[config.mk]
export PLATFORM = sky130hd
export DESIGN_NAME = m_hwuart_flat
export DESIGN_NICKNAME = d
export VERILOG_FILES = /design/src/rtl/m_hwuart_if.sv /design/src/rtl/m_hwuart.sv /design/src/flat_wrapper.sv
export SDC_FILE = /design/constraint.sdc
export NUM_CORES = 1
export LEC_CHECK = 0
export ABC_AREA = 1
export CORE_UTILIZATION = 55
export DETAILED_ROUTE_END_ITERATION = 12
export PLACE_DENSITY = 0.79
export SYNTH_ARGS = -nofsm -noshare
export SYNTH_HDL_FRONTEND = slang
export SYNTH_SLANG_ARGS = --single-unit
[constraint.sdc]
create_clock -name CLK_I -period 4.1 [get_ports CLK_I]
set_input_delay 0.615 -clock CLK_I [delete_from_list [all_inputs] [get_ports CLK_I]]
set_output_delay 0.615 -clock CLK_I [all_outputs]
set_load 0.1 [all_outputs]
[src/rtl/m_hwuart_if.sv]
// Bus-side signal bundle for the UART: single-register-select Wishbone-style
// slave with zero wait states. The master modport drives strobe/address/data.
interface m_hwuart_if;
  logic        STB_I;
  logic        WE_I;
  logic        ADR_I;
  logic [7:0]  DAT_I;
  logic [31:0] DAT_O;
  logic        ACK_O;

  modport master (output STB_I, WE_I, ADR_I, DAT_I, input DAT_O, ACK_O);
  modport slave  (input STB_I, WE_I, ADR_I, DAT_I, output DAT_O, ACK_O);
endinterface

[src/rtl/m_hwuart.sv]
// Minimal UART with a single TX holding register and a small RX FIFO.
// Register 0 = DATA (write: transmit, read: pop RX head), 1 = STATUS.
//
// TX / RX FSM states:
//   state   | meaning
//   S_IDLE  | line idle; TX waits for thr, RX waits for a falling edge
//   S_START | start bit time (RX samples it at DIVISOR/2)
//   S_DATA  | DATABITS data bits, LSB first
//   S_STOP  | stop bit; RX may linger here after a framing error
module m_hwuart #(
  parameter int DIVISOR  = 104,
  parameter int DATABITS = 8,
  parameter int RXDEPTH  = 4
) (
  input  logic      CLK_I,
  input  logic      RST_I,
  m_hwuart_if.slave bus,
  input  logic      usartRX,
  output logic      usartTX,
  output logic      irq_rx
);
  localparam int AW = $clog2(RXDEPTH);
  localparam int CW = AW + 1;
  localparam logic [15:0]   BIT_LAST  = 16'(DIVISOR - 1);
  localparam logic [15:0]   HALF_LAST = 16'(DIVISOR / 2 - 1);
  localparam logic [3:0]    BITS_LAST = 4'(DATABITS - 1);
  localparam logic [CW-1:0] DEPTH_C   = CW'(RXDEPTH);

  typedef enum logic [1:0] {S_IDLE, S_START, S_DATA, S_STOP} state_t;

  logic rd_data, rd_stat, wr_data;
  assign bus.ACK_O = bus.STB_I;
  assign rd_data   = bus.STB_I & ~bus.WE_I & ~bus.ADR_I;
  assign rd_stat   = bus.STB_I & ~bus.WE_I &  bus.ADR_I;
  assign wr_data   = bus.STB_I &  bus.WE_I & ~bus.ADR_I;

  // ---------------- transmitter ----------------
  state_t              tx_state, tx_state_nx;
  logic [15:0]         tx_cnt, tx_cnt_nx;
  logic [3:0]          tx_bit, tx_bit_nx;
  logic [DATABITS-1:0] tx_shift, tx_shift_nx, thr_data;
  logic                tx_line_nx, thr_full, thr_take, wr_accept, txovr_set;

  // thr may refill in the very cycle it drains into the shifter
  assign wr_accept = wr_data & (~thr_full | thr_take);
  assign txovr_set = wr_data & thr_full & ~thr_take;

  // TX next-state: each state is timed by a down-counter reaching zero
  always_comb begin
    tx_state_nx = tx_state;
    tx_cnt_nx   = tx_cnt;
    tx_bit_nx   = tx_bit;
    tx_shift_nx = tx_shift;
    tx_line_nx  = usartTX;
    thr_take    = 1'b0;
    case (tx_state)
      S_IDLE: begin
        tx_line_nx = 1'b1;
        if (thr_full) begin
          thr_take    = 1'b1;
          tx_shift_nx = thr_data;
          tx_cnt_nx   = BIT_LAST;
          tx_line_nx  = 1'b0;
          tx_state_nx = S_START;
        end
      end
      S_START: begin
        if (tx_cnt == '0) begin
          tx_cnt_nx   = BIT_LAST;
          tx_bit_nx   = '0;
          tx_line_nx  = tx_shift[0];
          tx_state_nx = S_DATA;
        end else begin
          tx_cnt_nx = tx_cnt - 16'd1;
        end
      end
      S_DATA: begin
        if (tx_cnt == '0) begin
          tx_cnt_nx = BIT_LAST;
          if (tx_bit == BITS_LAST) begin
            tx_line_nx  = 1'b1;
            tx_state_nx = S_STOP;
          end else begin
            tx_shift_nx = {1'b1, tx_shift[DATABITS-1:1]};
            tx_line_nx  = tx_shift[1];
            tx_bit_nx   = tx_bit + 4'd1;
          end
        end else begin
          tx_cnt_nx = tx_cnt - 16'd1;
        end
      end
      S_STOP: begin
        if (tx_cnt == '0) begin
          if (thr_full) begin
            // back-to-back frame, no idle bit in between
            thr_take    = 1'b1;
            tx_shift_nx = thr_data;
            tx_cnt_nx   = BIT_LAST;
            tx_line_nx  = 1'b0;
            tx_state_nx = S_START;
          end else begin
            tx_line_nx  = 1'b1;
            tx_state_nx = S_IDLE;
          end
        end else begin
          tx_cnt_nx = tx_cnt - 16'd1;
        end
      end
      default: begin
        tx_line_nx  = 1'b1;
        tx_state_nx = S_IDLE;
      end
    endcase
  end

  // TX state register; usartTX is registered alongside the state
  always_ff @(posedge CLK_I or posedge RST_I) begin
    if (RST_I) begin
      tx_state <= S_IDLE;
      tx_cnt   <= '0;
      tx_bit   <= '0;
      tx_shift <= '0;
      usartTX  <= 1'b1;
    end else begin
      tx_state <= tx_state_nx;
      tx_cnt   <= tx_cnt_nx;
      tx_bit   <= tx_bit_nx;
      tx_shift <= tx_shift_nx;
      usartTX  <= tx_line_nx;
    end
  end

  // TX holding register
  always_ff @(posedge CLK_I or posedge RST_I) begin
    if (RST_I) begin
      thr_full <= 1'b0;
      thr_data <= '0;
    end else begin
      if (thr_take)  thr_full <= 1'b0;
      if (wr_accept) begin
        thr_full <= 1'b1;
        thr_data <= bus.DAT_I[DATABITS-1:0];
      end
    end
  end

  // ---------------- receiver ----------------
  logic                rx_sync1, rx_s, rx_prev;
  state_t              rx_state, rx_state_nx;
  logic [15:0]         rx_cnt, rx_cnt_nx;
  logic [3:0]          rx_bit, rx_bit_nx;
  logic [DATABITS-1:0] rx_shift, rx_shift_nx;
  logic                rx_hold, rx_hold_nx, rx_push, ferr_set;

  // 2-flop synchroniser plus one delayed copy for falling-edge detection
  always_ff @(posedge CLK_I or posedge RST_I) begin
    if (RST_I) begin
      rx_sync1 <= 1'b1;
      rx_s     <= 1'b1;
      rx_prev  <= 1'b1;
    end else begin
      rx_sync1 <= usartRX;
      rx_s     <= rx_sync1;
      rx_prev  <= rx_s;
    end
  end

  // RX next-state: sample mid-bit; rx_hold parks in STOP after a framing error
  always_comb begin
    rx_state_nx = rx_state;
    rx_cnt_nx   = rx_cnt;
    rx_bit_nx   = rx_bit;
    rx_shift_nx = rx_shift;
    rx_hold_nx  = rx_hold;
    rx_push     = 1'b0;
    ferr_set    = 1'b0;
    case (rx_state)
      S_IDLE: begin
        if (rx_prev & ~rx_s) begin
          rx_cnt_nx   = HALF_LAST;
          rx_state_nx = S_START;
        end
      end
      S_START: begin
        if (rx_cnt == '0) begin
          if (rx_s) begin
            rx_state_nx = S_IDLE;
          end else begin
            rx_cnt_nx   = BIT_LAST;
            rx_bit_nx   = '0;
            rx_state_nx = S_DATA;
          end
        end else begin
          rx_cnt_nx = rx_cnt - 16'd1;
        end
      end
      S_DATA: begin
        if (rx_cnt == '0) begin
          rx_shift_nx = {rx_s, rx_shift[DATABITS-1:1]};
          rx_cnt_nx   = BIT_LAST;
          rx_bit_nx   = rx_bit + 4'd1;
          if (rx_bit == BITS_LAST) rx_state_nx = S_STOP;
        end else begin
          rx_cnt_nx = rx_cnt - 16'd1;
        end
      end
      S_STOP: begin
        if (rx_hold) begin
          if (rx_s) begin
            rx_hold_nx  = 1'b0;
            rx_state_nx = S_IDLE;
          end
        end else if (rx_cnt == '0) begin
          if (rx_s) begin
            rx_push     = 1'b1;
            rx_state_nx = S_IDLE;
          end else begin
            ferr_set   = 1'b1;
            rx_hold_nx = 1'b1;
          end
        end else begin
          rx_cnt_nx = rx_cnt - 16'd1;
        end
      end
      default: rx_state_nx = S_IDLE;
    endcase
  end

  // RX state register
  always_ff @(posedge CLK_I or posedge RST_I) begin
    if (RST_I) begin
      rx_state <= S_IDLE;
      rx_cnt   <= '0;
      rx_bit   <= '0;
      rx_shift <= '0;
      rx_hold  <= 1'b0;
    end else begin
      rx_state <= rx_state_nx;
      rx_cnt   <= rx_cnt_nx;
      rx_bit   <= rx_bit_nx;
      rx_shift <= rx_shift_nx;
      rx_hold  <= rx_hold_nx;
    end
  end

  // ---------------- RX FIFO ----------------
  logic [DATABITS-1:0] mem [RXDEPTH];
  logic [AW-1:0]       wptr, rptr;
  logic [CW-1:0]       count;
  logic                fifo_empty, fifo_full, pop, push, rovr_set;

  assign fifo_empty = (count == '0);
  assign fifo_full  = (count == DEPTH_C);
  assign pop        = rd_data & ~fifo_empty;
  assign push       = rx_push & (~fifo_full | pop);
  assign rovr_set   = rx_push & fifo_full & ~pop;
  assign irq_rx     = ~fifo_empty;

  // FIFO storage, no reset needed
  always_ff @(posedge CLK_I) begin
    if (push) mem[wptr] <= rx_shift_nx;
  end

  // FIFO pointers and occupancy
  always_ff @(posedge CLK_I or posedge RST_I) begin
    if (RST_I) begin
      wptr  <= '0;
      rptr  <= '0;
      count <= '0;
    end else begin
      if (push) wptr <= wptr + AW'(1);
      if (pop)  rptr <= rptr + AW'(1);
      if (push & ~pop)      count <= count + CW'(1);
      else if (pop & ~push) count <= count - CW'(1);
    end
  end

  // ---------------- status and read mux ----------------
  logic ferr, rovr, txovr;

  // sticky flags: a STATUS read clears, a same-cycle event wins
  always_ff @(posedge CLK_I or posedge RST_I) begin
    if (RST_I) begin
      ferr  <= 1'b0;
      rovr  <= 1'b0;
      txovr <= 1'b0;
    end else begin
      ferr  <= ferr_set  | (ferr  & ~rd_stat);
      rovr  <= rovr_set  | (rovr  & ~rd_stat);
      txovr <= txovr_set | (txovr & ~rd_stat);
    end
  end

  // read data is combinational so the bus sees zero wait states
  always_comb begin
    logic [31:0] status_word;
    logic [31:0] data_word;
    status_word          = '0;
    status_word[0]       = ~fifo_empty;
    status_word[1]       = thr_full;
    status_word[2]       = (tx_state != S_IDLE);
    status_word[3]       = ferr;
    status_word[4]       = rovr;
    status_word[5]       = txovr;
    status_word[8 +: CW] = count;
    data_word = '0;
    if (!fifo_empty) begin
      data_word[DATABITS-1:0] = mem[rptr];
      data_word[8]            = 1'b1;
    end
    bus.DAT_O = '0;
    if (rd_data)      bus.DAT_O = data_word;
    else if (rd_stat) bus.DAT_O = status_word;
  end
endmodule

[src/flat_wrapper.sv]
// flat-port wrapper written by rule: the top's interface ports become plain ports
module m_hwuart_flat 
#(
  parameter int DIVISOR  = 104,
  parameter int DATABITS = 8,
  parameter int RXDEPTH  = 4
)
  (CLK_I, RST_I, usartRX, usartTX, irq_rx, bus_STB_I, bus_WE_I, bus_ADR_I, bus_DAT_I, bus_DAT_O, bus_ACK_O);
  m_hwuart_if bus_i ();
  input  logic CLK_I;
  input  logic RST_I;
  input  logic usartRX;
  output logic usartTX;
  output logic irq_rx;
  input wire logic [$bits(bus_i.STB_I)-1:0] bus_STB_I;
  input wire logic [$bits(bus_i.WE_I)-1:0] bus_WE_I;
  input wire logic [$bits(bus_i.ADR_I)-1:0] bus_ADR_I;
  input wire logic [$bits(bus_i.DAT_I)-1:0] bus_DAT_I;
  output wire logic [$bits(bus_i.DAT_O)-1:0] bus_DAT_O;
  output wire logic [$bits(bus_i.ACK_O)-1:0] bus_ACK_O;
  assign bus_i.STB_I = bus_STB_I;
  assign bus_i.WE_I = bus_WE_I;
  assign bus_i.ADR_I = bus_ADR_I;
  assign bus_i.DAT_I = bus_DAT_I;
  assign bus_DAT_O = bus_i.DAT_O;
  assign bus_ACK_O = bus_i.ACK_O;
  m_hwuart #(.DIVISOR(DIVISOR), .DATABITS(DATABITS), .RXDEPTH(RXDEPTH)) u_core (.CLK_I(CLK_I), .RST_I(RST_I), .bus(bus_i), .usartRX(usartRX), .usartTX(usartTX), .irq_rx(irq_rx));
endmodule
Yosys cells after proc, flatten, opt, wreduce, memory -nomap -nowiden
Memories as Yosys holds them, arrays and structs flattened.
Cells that the tools add are included.
{"block": "totals", "regBits": 84, "in_bits": 14, "mem_count": 1, "mem_bits_rw": 32, "elab_cells": 175}
{"block": "classes", "bitwise_logic": 33, "n_mux": 69, "addsub": 8, "n_reduce_logical": 19, "n_eq_ne": 24}
{"memory": "u_core.mem", "depth": 4, "word_bits": 8, "read_ports": 1, "rd_clocked_by_memory_dff": 0, "write_ports": 1, "line": "m_hwuart.sv:247", "rtl": "logic [DATABITS-1:0] mem [RXDEPTH];"}
{"operator": "$mux 16", "count": 9}
{"operator": "$pmux 16 s4", "count": 1}
{"operator": "$mux 8", "count": 6}
{"operator": "$pmux 16 s3", "count": 1}
{"operator": "$logic_not 16->1", "count": 2}
{"operator": "$mux 32", "count": 1}
{"operator": "$sub 16x1->16 const B", "count": 2}
{"operator": "$mux 2", "count": 13}
{"operator": "$mux 4", "count": 6}
{"operator": "$pmux 8 s3", "count": 1}
{"operator": "$mux 1", "count": 21}
{"operator": "$and 1x1->1", "count": 18}
{"operator": "$ne 2x1->1 const B", "count": 9}
{"operator": "$pmux 2 s4", "count": 2}
{"operator": "$pmux 4 s2", "count": 2}
{"operator": "$reduce_and 4->1", "count": 4}
{"operator": "$mux 11", "count": 1}
{"operator": "$not 1->1", "count": 10}
{"operator": "$reduce_and 5->1", "count": 2}
{"operator": "$reduce_bool 2->1", "count": 5}
{"operator": "$mux 9", "count": 1}
{"operator": "$add 4x1->4 const B", "count": 2}
{"operator": "$eq 2x2->1 const B", "count": 4}
{"operator": "$eq 4x3->1 const B", "count": 2}
{"operator": "other kinds (17)", "count": 28}

Longest topological paths before layout
{"block": "depth", "word_depth": 10, "mapped_depth": 14, "mapped_depth_nobuf": 14}

Worst setup path after synthesis
No wires, ideal clock.
{"block": "synth_timing", "path_type": "input-to-output", "startpoint": "in bus_WE_I", "endpoint": "out bus_DAT_O[1]", "stages": 5, "n_path_buf": 0, "path_slack_ps": 305, "arrival_time_ps": 3180, "cell_sequence": "inv_1 nand2_1 nor2_1 inv_1 o21ai_0"}
{"block": "synth_between", "elab_chain_len": 5, "word_cells_on_any_way": 6, "classes_between": "mux: 2; bitwise: 4"}
{"element": "start, declared", "line": "flat_wrapper.sv:16", "rtl": "input wire logic [$bits(bus_i.WE_I)-1:0] bus_WE_I;"}
{"element": "$not 1->1 *", "line": "m_hwuart.sv:33, m_hwuart.sv:34"}
{"element": "$and 1x1->1 *", "line": "m_hwuart.sv:33, m_hwuart.sv:34"}
{"element": "$and 1x1->1", "line": "m_hwuart.sv:34", "rtl": "assign rd_stat = bus.STB_I & ~bus.WE_I & bus.ADR_I;"}
{"element": "$mux 11", "line": "m_hwuart.sv:313", "rtl": "else if (rd_stat) bus.DAT_O = status_word;"}
{"element": "$mux 32 *", "line": "m_hwuart.sv:312", "rtl": "if (rd_data) bus.DAT_O = data_word;"}
{"element": "end, declared", "line": "flat_wrapper.sv:19", "rtl": "output wire logic [$bits(bus_i.DAT_O)-1:0] bus_DAT_O;"}
Mark *: on every way between the ends. The rest lies on a longest branch, timed or not.

Final worst setup path
{"block": "layout_timing", "startpoint": "in bus_STB_I", "endpoint": "out bus_DAT_O[5]"}
{"block": "layout_between", "elab_chain_len": 4, "word_cells_on_any_way": 5, "classes_between": "mux: 2; bitwise: 3"}
{"element": "start, declared", "line": "flat_wrapper.sv:15", "rtl": "input wire logic [$bits(bus_i.STB_I)-1:0] bus_STB_I;"}
{"element": "$and 1x1->1 *", "line": "m_hwuart.sv:33, m_hwuart.sv:34"}
{"element": "$and 1x1->1", "line": "m_hwuart.sv:34"}
{"element": "$mux 11", "line": "m_hwuart.sv:313"}
{"element": "$mux 32 *", "line": "m_hwuart.sv:312"}
Marks and branches as above.

==> run_results.csv <==
group,metric,value,unit
outcome,outcome,"finished, final reports clean",
sta,setup_violations,0,
setup_path,cp_max_fo,7,
sta,fmax,0.3121,GHz
sta,whs,0.3578,ns
power_and_ir_drop,powerDensity,588.3,mW/mm^2
grt,grt_pass1_vias,4965,
grt,grt_start_max_net_pins,44,
floorplan,die_area,0.01193,sq mm
sta,setup_slack,0.8963,ns
route,wl_per_cell,14.31,um
grt,track_usage,25.25,%
yosys,yosysMostFrequentCell,"nand2_1",
clocking,htreeDepth,4,
place,dp_hpwl,9555,um
sta,post-route-period-util,78.14,%
min_path,min_path_type,"flip-flop to flip-flop",
sta,fin_setup_tns,0,ns
cells_and_area,multi_input_area,0.002834,sq mm
power_and_ir_drop,fin_total_pwr,0.004211,W
clocking,clkSinkCount,116,
floorplan,design.core.area,0.01103,sq mm
sta,slew_headroom,35.57,%
grt,overflow,0,
yosys,ys_seq_area_share,48.50,%
yosys,synth_common_cells,"nand2_1, nor2_1, dfrtp_1",
clocking,clk_latency,0.41,ns
clocking,clkTransAtPathRegs,0.06,ns
yosys,synth_top_area_share,31.65,%
clocking,cts_buffer_depth,2,
floorplan,floorplan.initialDensity,57.35,%
setup_path,cp-end-kind,"output port",
sta,hold_viol,0,
route,vias_per_cell,5.515,
route,drt.antenna.violating_nets,0,
cells_and_area,fin_util,64.89,%
route,wirelength,13730,um
sta,worst_pin_slew,0.9635,ns
yosys,ys_ff_latch,116,
cells_and_area,syn2layout_area_growth,13.15,%
power_and_ir_drop,p_leak,3.556,nW
setup_path,arrival,2.59,ns
cells_and_area,layout.area.seq,0.003068,sq mm
cells_and_area,fillers,890,
route,first_pass_iters,6,
yosys,async_reset_ff_share,72.41,%
floorplan,io-pin-count,49,
cells_and_area,drive_gt1_share,9.524,%
yosys,ys_warn_count,0,
floorplan,die_y,109.2,um
yosys,avgSynthCellArea,8.173,sq um
sta,rsz0062_at_grt,"false",
yosys,ys.flop_type,"dfrtp_1",
sta,slew_violations,0,
clocking,cts.repair.resized,0,
yosys,synthCells,774,
yosys,synth_area,0.006326,sq mm
clocking,cts_tree,"built",
sta,skew,0.007179,ns
floorplan,die_w,109.2,um
clocking,cts_made_buffers,17,
yosys,ys_types,45,
clocking,cts_hold_buf,0,
run,cap_violations,0,
setup_path,critPathRequiredTime,3.48,ns
setup_path,path_class,"input pin to output port",
grt,grt_pass1_wl,23140,um
yosys,synth_edf_count,32,
yosys,synth_area_leaders,"dfrtp_1, edfxtp_1, nand2_1, nand3_1, nor2_1",
setup_path,critPathLaunchType,"input pin",
power_and_ir_drop,vdd_drop_max,0.5011,mV
place,pre_cts_ws,0.9378,ns
clocking,postCtsSetupBuffers,0,
route,drtIter0Drc,490,
place,gp_congestion,0.8851,
cells_and_area,final_nets,840,
clocking,clock-root-buffer,"clkbuf_16",
yosys,synth.largest_area_cell,"dfrtp_1",
route,vias,5289,
place,numPortBuffers,27,
cells_and_area,num_antenna_cells,0,
grt,antenna_found_initial,0,
sta,timing.final.crit_period,3.204,ns
floorplan,fp-row-count,38,
route,drc,0,
-- worst max-delay path: stages --
cell and delay [ns]:
clkdlybuf4s50_1 0.53, nand2_1 0.09, nor2_1 0.33, inv_1 0.26, o21ai_0 0.38, buf_4 0.37
-- worst paths after layout --
path	start	endpoint	slack, ns	cells past startpoint
max reg2reg	u_core.rx_state[0]$_DFFE_PP0P_	u_core.count[2]$_DFFE_PP0P_	1.30	11
max in group asynchronous	RST_I	u_core.tx_shift[2]$_DFFE_PP0P_	2.46	3
max	bus_STB_I	bus_DAT_O[5]	0.90	6
min	u_core.rx_sync1$_DFF_PP1_	u_core.rx_s$_DFF_PP1_	0.36	0
min in group asynchronous	RST_I	u_core.rx_cnt[9]$_DFFE_PP0P_	0.62	2
min reg2reg	u_core.rx_sync1$_DFF_PP1_	u_core.rx_s$_DFF_PP1_	0.36	0
-- layout by cell type, fill, tap and decap left out, drive strengths merged, types with 2 or more instances in the layout --
| master | instances |
|---|---|
| nand4 | 9 |
| nand3b | 2 |
| edfxtp | 32 |
| ha | 19 |
| clkinvlp | 4 |
| mux2 | 8 |
| xnor2 | 3 |
| nor3 | 3 |
| dfstp | 4 |
| dfrtp | 80 |
| o211ai | 3 |
| xor2 | 15 |
| o22ai | 8 |
| o21ai | 60 |
| inv | 69 |
| a21oi | 21 |
| clkinv | 11 |
| clkdlybuf4s50 | 15 |
| conb | 21 |
| clkbuf | 19 |
| nor2 | 103 |
| buf | 14 |
| nand3 | 74 |
| nand2 | 210 |
| or2 | 3 |
-- per-layer routing --
metal  wire [um]  global-route usage, %
met5           0                      0
met4         200                  8.667
met3         553                  5.081
met2        6977                  42.14
met1        5996                  32.78
-- report_power, final --
part           switching (W)  leakage, nW  internal (W)
logic               0.000980         1.89      0.000389
clock network       0.000533        0.263      0.000844
registers           0.000151         1.40       0.00131
total                0.00166         3.56       0.00255
-- logic make-up (layout without fill, tap and decap cells) --
family	count (synthesis)	after routing	share of synthesized area [%]
AO/OA/AOI/OAI	98	98	8.663
XOR/XNOR	18	18	2.492
adder cells (fa/ha/maj)	20	20	4.074
buffers and inverters	108	133	7.892
flip-flops	116	116	48.50
multiplexers	8	8	1.424
other	1	21	0.05928
AND/OR/NAND/NOR	405	405	26.90
-- cell type report --
| class | count | area share, % |
|---|---|---|
| Multi-Input combinational cell | 570 | 39.59 |
| Clock inverter | 13 | 1.538 |
| Clock buffer | 19 | 6.188 |
| Tap cell | 140 | 2.447 |
| Sequential cell | 116 | 42.86 |
| Timing Repair Buffer | 29 | 3.566 |
| Inverter | 72 | 3.811 |
-- state kept, by name, indices dropped and copies added, names as in the netlist, 3 cells and up, named ones only --
signal           flops
u_core.count         3
u_core.mem          32
u_core.rx_bit        4
u_core.rx_cnt       16
u_core.rx_shift      8
u_core.thr_data      8
u_core.tx_bit        4
u_core.tx_cnt       16
u_core.tx_shift      8
-- metrics by stage --
step / std cells / area (sq um)
finish: 959 / 7158
global route: 959 / 7158
CTS: 959 / 7158
detailed placement: 927 / 6605
global placement: 927 / 6605
floorplan: 794 / 6401
(Power assumes the default switching activity.)
==> variant 1: new RTL, same flow settings <==
`RXDEPTH` is set to 4 in 2 places; all go to 8.
--- a/src/rtl/m_hwuart.sv
+++ b/src/rtl/m_hwuart.sv
@@ -11,5 +11,5 @@
   parameter int DIVISOR  = 104,
   parameter int DATABITS = 8,
-  parameter int RXDEPTH  = 4
+  parameter int RXDEPTH  = 8
 ) (
   input  logic      CLK_I,
--- a/src/flat_wrapper.sv
+++ b/src/flat_wrapper.sv
@@ -4,5 +4,5 @@
   parameter int DIVISOR  = 104,
   parameter int DATABITS = 8,
-  parameter int RXDEPTH  = 4
+  parameter int RXDEPTH  = 8
 )
   (CLK_I, RST_I, usartRX, usartTX, irq_rx, bus_STB_I, bus_WE_I, bus_ADR_I, bus_DAT_I, bus_DAT_O, bus_ACK_O);
Behaviour: no difference found for any inputs over 10 cycles, from zero or initial values and one cycle with RST_I high; that may be too few to reach the edited logic, so the function may still have changed.
==> variant 1 against the original RTL <==
Power increased by 20%. Routed wire length increased by 22%. Setup slack improved by 0.029 ns. Final area increased by 23%. Sequential cell count increased by 35. Sequential power increased by 29%. Area after synthesis increased by 23%. First-iteration DRC count decreased by 11%. Worst hold slack got worse by 0.0029 ns. Clock power increased by 5%. Critical endpoint is now bus_DAT_O[1].
==> variant 1: results (changes against the original RTL) <==
Detailed routing
  – Met2 wire length: 8.03 mm (+15%)
  – Iteration count of the initial detailed-routing pass: 5 (-1)
  – Met3 Wirelength: 809 um (+46%)
  – Via Count: 6,195 (+17%)
  – Drt total wl: 16.7 mm (+22%)
  – Iteration-0 DRC Markers: 436 (-11%)
  – Avg WL per Cell: 14.8 um (+3.2%)
  – Met1 WL: 7.74 mm (+29%)

Logic synthesis
  – Asr flop ratio synth: 0.576 (-0.148)
  – Seq/Total Area, Yosys: 0.526 (+0.0407)
  – Post-synth cell types: 41 (-8.9%)
  – Most frequent cells after synthesis: 225 x nand2_1, 88 x nor2_1, 86 x o21ai_0
  – Synth area leaders: dfrtp_1 27%, edfxtp_1 25%, nand2_1 11%, o21ai_0 5.5%, nand3_1 4.8%

Placed design
  – Post-DP HPWL: 11.2 mm (+18%)
  – Pre-CTS WS: 0.930 ns (-0.00748 ns)
  – Placed Instance Area: 8220 um2 (+24%)
  – Number of port buffers: 28 (+3.7%)
  – Gpl congestion: 0.877 (-0.92%)
  – Cells after DPL: 1,098 (+18%)

Setup path
  – CP endpoint: bus_DAT_O[1]
  – Critical Path Source: u_core.rptr[1]$_DFFE_PP0N_
  – Reg-to-reg slack, setup: 1.16 ns (-0.14 ns)
  – Worst-case reg-to-reg path depth: 15 (+4)
  – CP max-delay cell: dfrtp_1
  – Slowest stage delay, CP: 0.60 ns (+0.07 ns)
  – Critical R2R Capture: u_core.count[3]$_DFFE_PP0P_
  – Arr. time, crit path: 2.56 ns (-0.03 ns)
  – Max FO, Critical Path: 18 (+11)

Global route
  – Vias in the first global route: 5,705 (+15%)
  – First-pass GRT wire length: 27.3 mm (+18%)
  – Met2 usage: 0.400 (-0.0214)
  – Pin count of the biggest net entering global routing: 36 (-18%)
  – Met3 Usage GRT: 0.0512 (+0.000415)
  – Total global routing track utilization: 0.242 (-0.0106)
  – Met1 Usage GRT: 0.317 (-0.0107)

Layout
  – Share of post-route cells with drive strength above 1: 0.0968 (+0.00160)
  – Largest regs: u_core.mem: 64 flops, u_core.rx_cnt: 16 flops, u_core.tx_cnt: 16 flops
  – Final net count: 971 (+16%)

STA
  – Min Tclk post-route: 3.18 ns (-0.0286 ns)
  – Layout Skew: 0.00770 ns (+0.000521 ns)
  – Worst slew pin tran: 0.975 ns (+0.0112 ns)
  – Hold slack final: 0.355 ns (-0.00290 ns)

Power
  – VDD IR-drop max: 0.411 mV (-18%)
  – Combinational share of power: 0.334 (+0.009)
  – Seq pwr share: 0.377 (+0.029)
  – Internal power: 0.00303 W (+19%)
  – Lkg Pwr: 4.04 nW (+13%)
  – Seq. pwr: 0.00190 W (+29%)

Run status
  – Status: completed

Clocking
  – Post-CTS setup repair buffer count: 0 (unchanged)
  – Clk buf depth: 2 (unchanged)
## variant 1: changes by cell type in the layout (fill, tap and decap cells not counted), moves of 5 or more
cell / change
buf_4: +11
nor3_1: +10
nor2_1: -9
nor2_2: +5
edfxtp_1: +32
mux2_2: -8
o22ai_1: +5
nand2_1: +19
inv_1: +12
o221ai_1: +7
nand4_1: +7
o21ai_0: +32
## variant 1: cell type report
class | count | area [um2]
clock inverter | 15 | 128
sequential | 151 | 4100
clock buffer | 17 | 425
fill | 1116 | 5110
timing repair buffer | 41 | 348
multi-input combinational | 642 | 3220
inverter | 84 | 317
tap | 180 | 225
## variant 1: cells by family (layout without fill, tap and decap cells)
group	after synthesis	in the layout	share of synthesized area
simple gates	446	446	0.250
flops	151	151	0.526
buf+inv	123	157	0.0705
compound gates	140	140	0.103
other cells	1	20	0.000480
fa+ha+maj	20	20	0.0330
xor+xnor	16	16	0.0179
==> variant 2: new RTL, same flow settings <==
Made on the original files. Take the reset off `tx_shift` and load it in a clocked block of its own.
--- a/src/rtl/m_hwuart.sv
+++ b/src/rtl/m_hwuart.sv
@@ -120,5 +120,4 @@
       tx_cnt   <= '0;
       tx_bit   <= '0;
-      tx_shift <= '0;
       usartTX  <= 1'b1;
     end else begin
@@ -126,7 +125,10 @@
       tx_cnt   <= tx_cnt_nx;
       tx_bit   <= tx_bit_nx;
-      tx_shift <= tx_shift_nx;
       usartTX  <= tx_line_nx;
     end
+  end
+
+  always_ff @(posedge CLK_I) begin
+    tx_shift <= tx_shift_nx;
   end
 
Function: same outputs for any inputs over 10 cycles, from zero or initial values and one cycle with RST_I high; that may be too few to reach the edited logic, so the function may still have changed.
==> variant 2 against the original RTL <==
Setup slack gained 0.085 ns. Power grew 6.8%. Count of clock-buffer cells in the layout shrank 2. Sequential cell count is the same. Final area grew 2.6%. Routed wire length grew 4.1%. Area after synthesis grew 2.4%. Worst hold slack gained 0.00053 ns. Largest cell class unchanged.
==> variant 2: results (changes against the original RTL) <==
Placed design
  – Post-DP HPWL: 9.67 mm (+1.2%)
  – Cells after DPL: 924 (-0.32%)
  – Gpl congestion: 0.903 (+2.0%)

Layout
  – Final net count: 834 (-0.71%)
  – Share of post-route cells with drive strength above 1: 0.106 (+0.0105)
  – Largest regs: u_core.mem: 32 flops, u_core.rx_cnt: 16 flops, u_core.tx_cnt: 16 flops
  – Biggest register: u_core.mem

STA
  – Slew headroom: 0.356 (+0.000599)
  – Layout Skew: 0.00923 ns (+0.00205 ns)
  – Fmax: 321 MHz (+2.7%)

Clocking
  – # resized after CTS: 0 (unchanged)
  – Clk pin slew, worst setup/hold paths: 0.06 ns (about the same)
  – CTS Buf Count: 17 (unchanged)

Worst hold path
  – HP Start: u_core.rx_sync1$_DFF_PP1_

Detailed routing
  – Drt total wl: 14.3 mm (+4.1%)
  – Avg WL per Cell: 15.0 um (+4.5%)
  – Iteration-0 DRC Markers: 373 (-24%)
  – Iteration count of the initial detailed-routing pass: 5 (-1)
  – Via Count: 5,333 (+0.83%)

Global route
  – Total global routing track utilization: 0.250 (-0.00264)
  – First-pass GRT wire length: 24.3 mm (+5.1%)
  – Pin count of the biggest net entering global routing: 77 (+75%)

Logic synthesis
  – Post-synth EDFFs: 40 (+25%)
  – Syn Inst Count: 773 (-0.13%)
  – Synth area leaders: dfrtp_1 28%, edfxtp_1 19%, nand2_1 9.9%, nand3_1 5.6%, nor2_1 5.0%
  – Most frequent cells after synthesis: 170 x nand2_1, 86 x nor2_1, 81 x inv_1
  – Post-synth cell types: 48 (+6.7%)
  – Asr flop ratio synth: 0.655 (-0.0690)
  – Seq/Total Area, Yosys: 0.480 (-0.00506)
  – Syn. warnings: 0 (unchanged)

Setup path
  – Max FO, Critical Path: 7 (unchanged)
  – Arr. time, crit path: 2.50 ns (-0.09 ns)
  – Critical Path Source: bus_STB_I

Run status
  – Status: completed

Power
  – VDD IR-drop max: 0.456 mV (-8.9%)
  – Lkg Pwr: 3.52 nW (-0.93%)
## variant 2: cell count changes after synthesis, moves of 6 or more
cell	unedited run	this run
buf_2	2	8
dfrtp_1	80	72
edfxtp_1	32	40
inv_1	67	81
mux2_2	8	0
nand2_1	206	170
nand4_1	9	17
nor2_1	97	86
o21ai_0	53	47
o21ai_2	1	7
## variant 2: layout make-up
type	count	area (um2)
clock buffers	17	425
clock inverters	15	205
fillers	902	4120
inverters	89	337
multi-input cells	548	2840
flip-flops and latches	116	3110
well taps	143	179
repair buffers	28	248
## variant 2: logic make-up after synthesis
family / Yosys count / share of synthesized area
AND/OR/NAND/NOR: 377 / 0.261
buffers and inverters: 129 / 0.0925
XOR/XNOR: 16 / 0.0216
AO/OA/AOI/OAI: 114 / 0.104
adder cells (fa/ha/maj): 20 / 0.0398
other: 1 / 0.000579
flip-flops: 116 / 0.480
## variant 2: worst paths after layout
kind,slack [ns],to,cells after the start
max,0.98,bus_DAT_O[3],6
min,0.36,u_core.rx_s$_DFF_PP1_,0
max reg2reg,1.15,u_core.count[2]$_DFFE_PP0P_,11
min reg2reg,0.36,u_core.rx_s$_DFF_PP1_,0
max in group asynchronous,2.66,u_core.tx_cnt[7]$_DFF_PP0_,3
min in group asynchronous,0.83,u_core.thr_data[4]$_DFFE_PP0P_,3
## variant 2: critical path, stage by stage
cell and delay (ns):
clkdlybuf4s50_1 0.54, nand2_1 0.13, nor2_1 0.37, inv_1 0.27, o21ai_0 0.25, buf_4 0.33
## variant 2: per-stage QoR
stage / setup slack (ns) / instance area, um2 / util / total power (W) / hold WS, ns
detailed placement: 0.849 / 6720 / 0.586 / 0.00291 / 0.351
floorplan: 0.276 / 6550 / - / 0.00266 / 0.345
finish: 0.982 / 7350 / 0.641 / 0.00450 / 0.358
global route: 0.857 / 7350 / 0.641 / 0.00474 / 0.360
global placement: 0.925 / 6720 / 0.586 / 0.00286 / 0.350
CTS: 1.00 / 7350 / 0.641 / 0.00450 / 0.359
## variant 2: per-layer routing
layer / track usage / wire (um)
met5: 0 / 0
met4: 0.115 / 323
met3: 0.0587 / 776
met2: 0.404 / 6870
met1: 0.319 / 6320
## variant 2: report_power, final
group / leakage (nW) / total, W / internal [W] / switching [W]
registers: 1.37 / 0.00148 / 0.00133 / 0.000152
logic: 1.86 / 0.00143 / 0.000404 / 0.00103
clock network: 0.301 / 0.00158 / 0.00102 / 0.000560
total: 3.52 / 0.00450 / 0.00276 / 0.00174
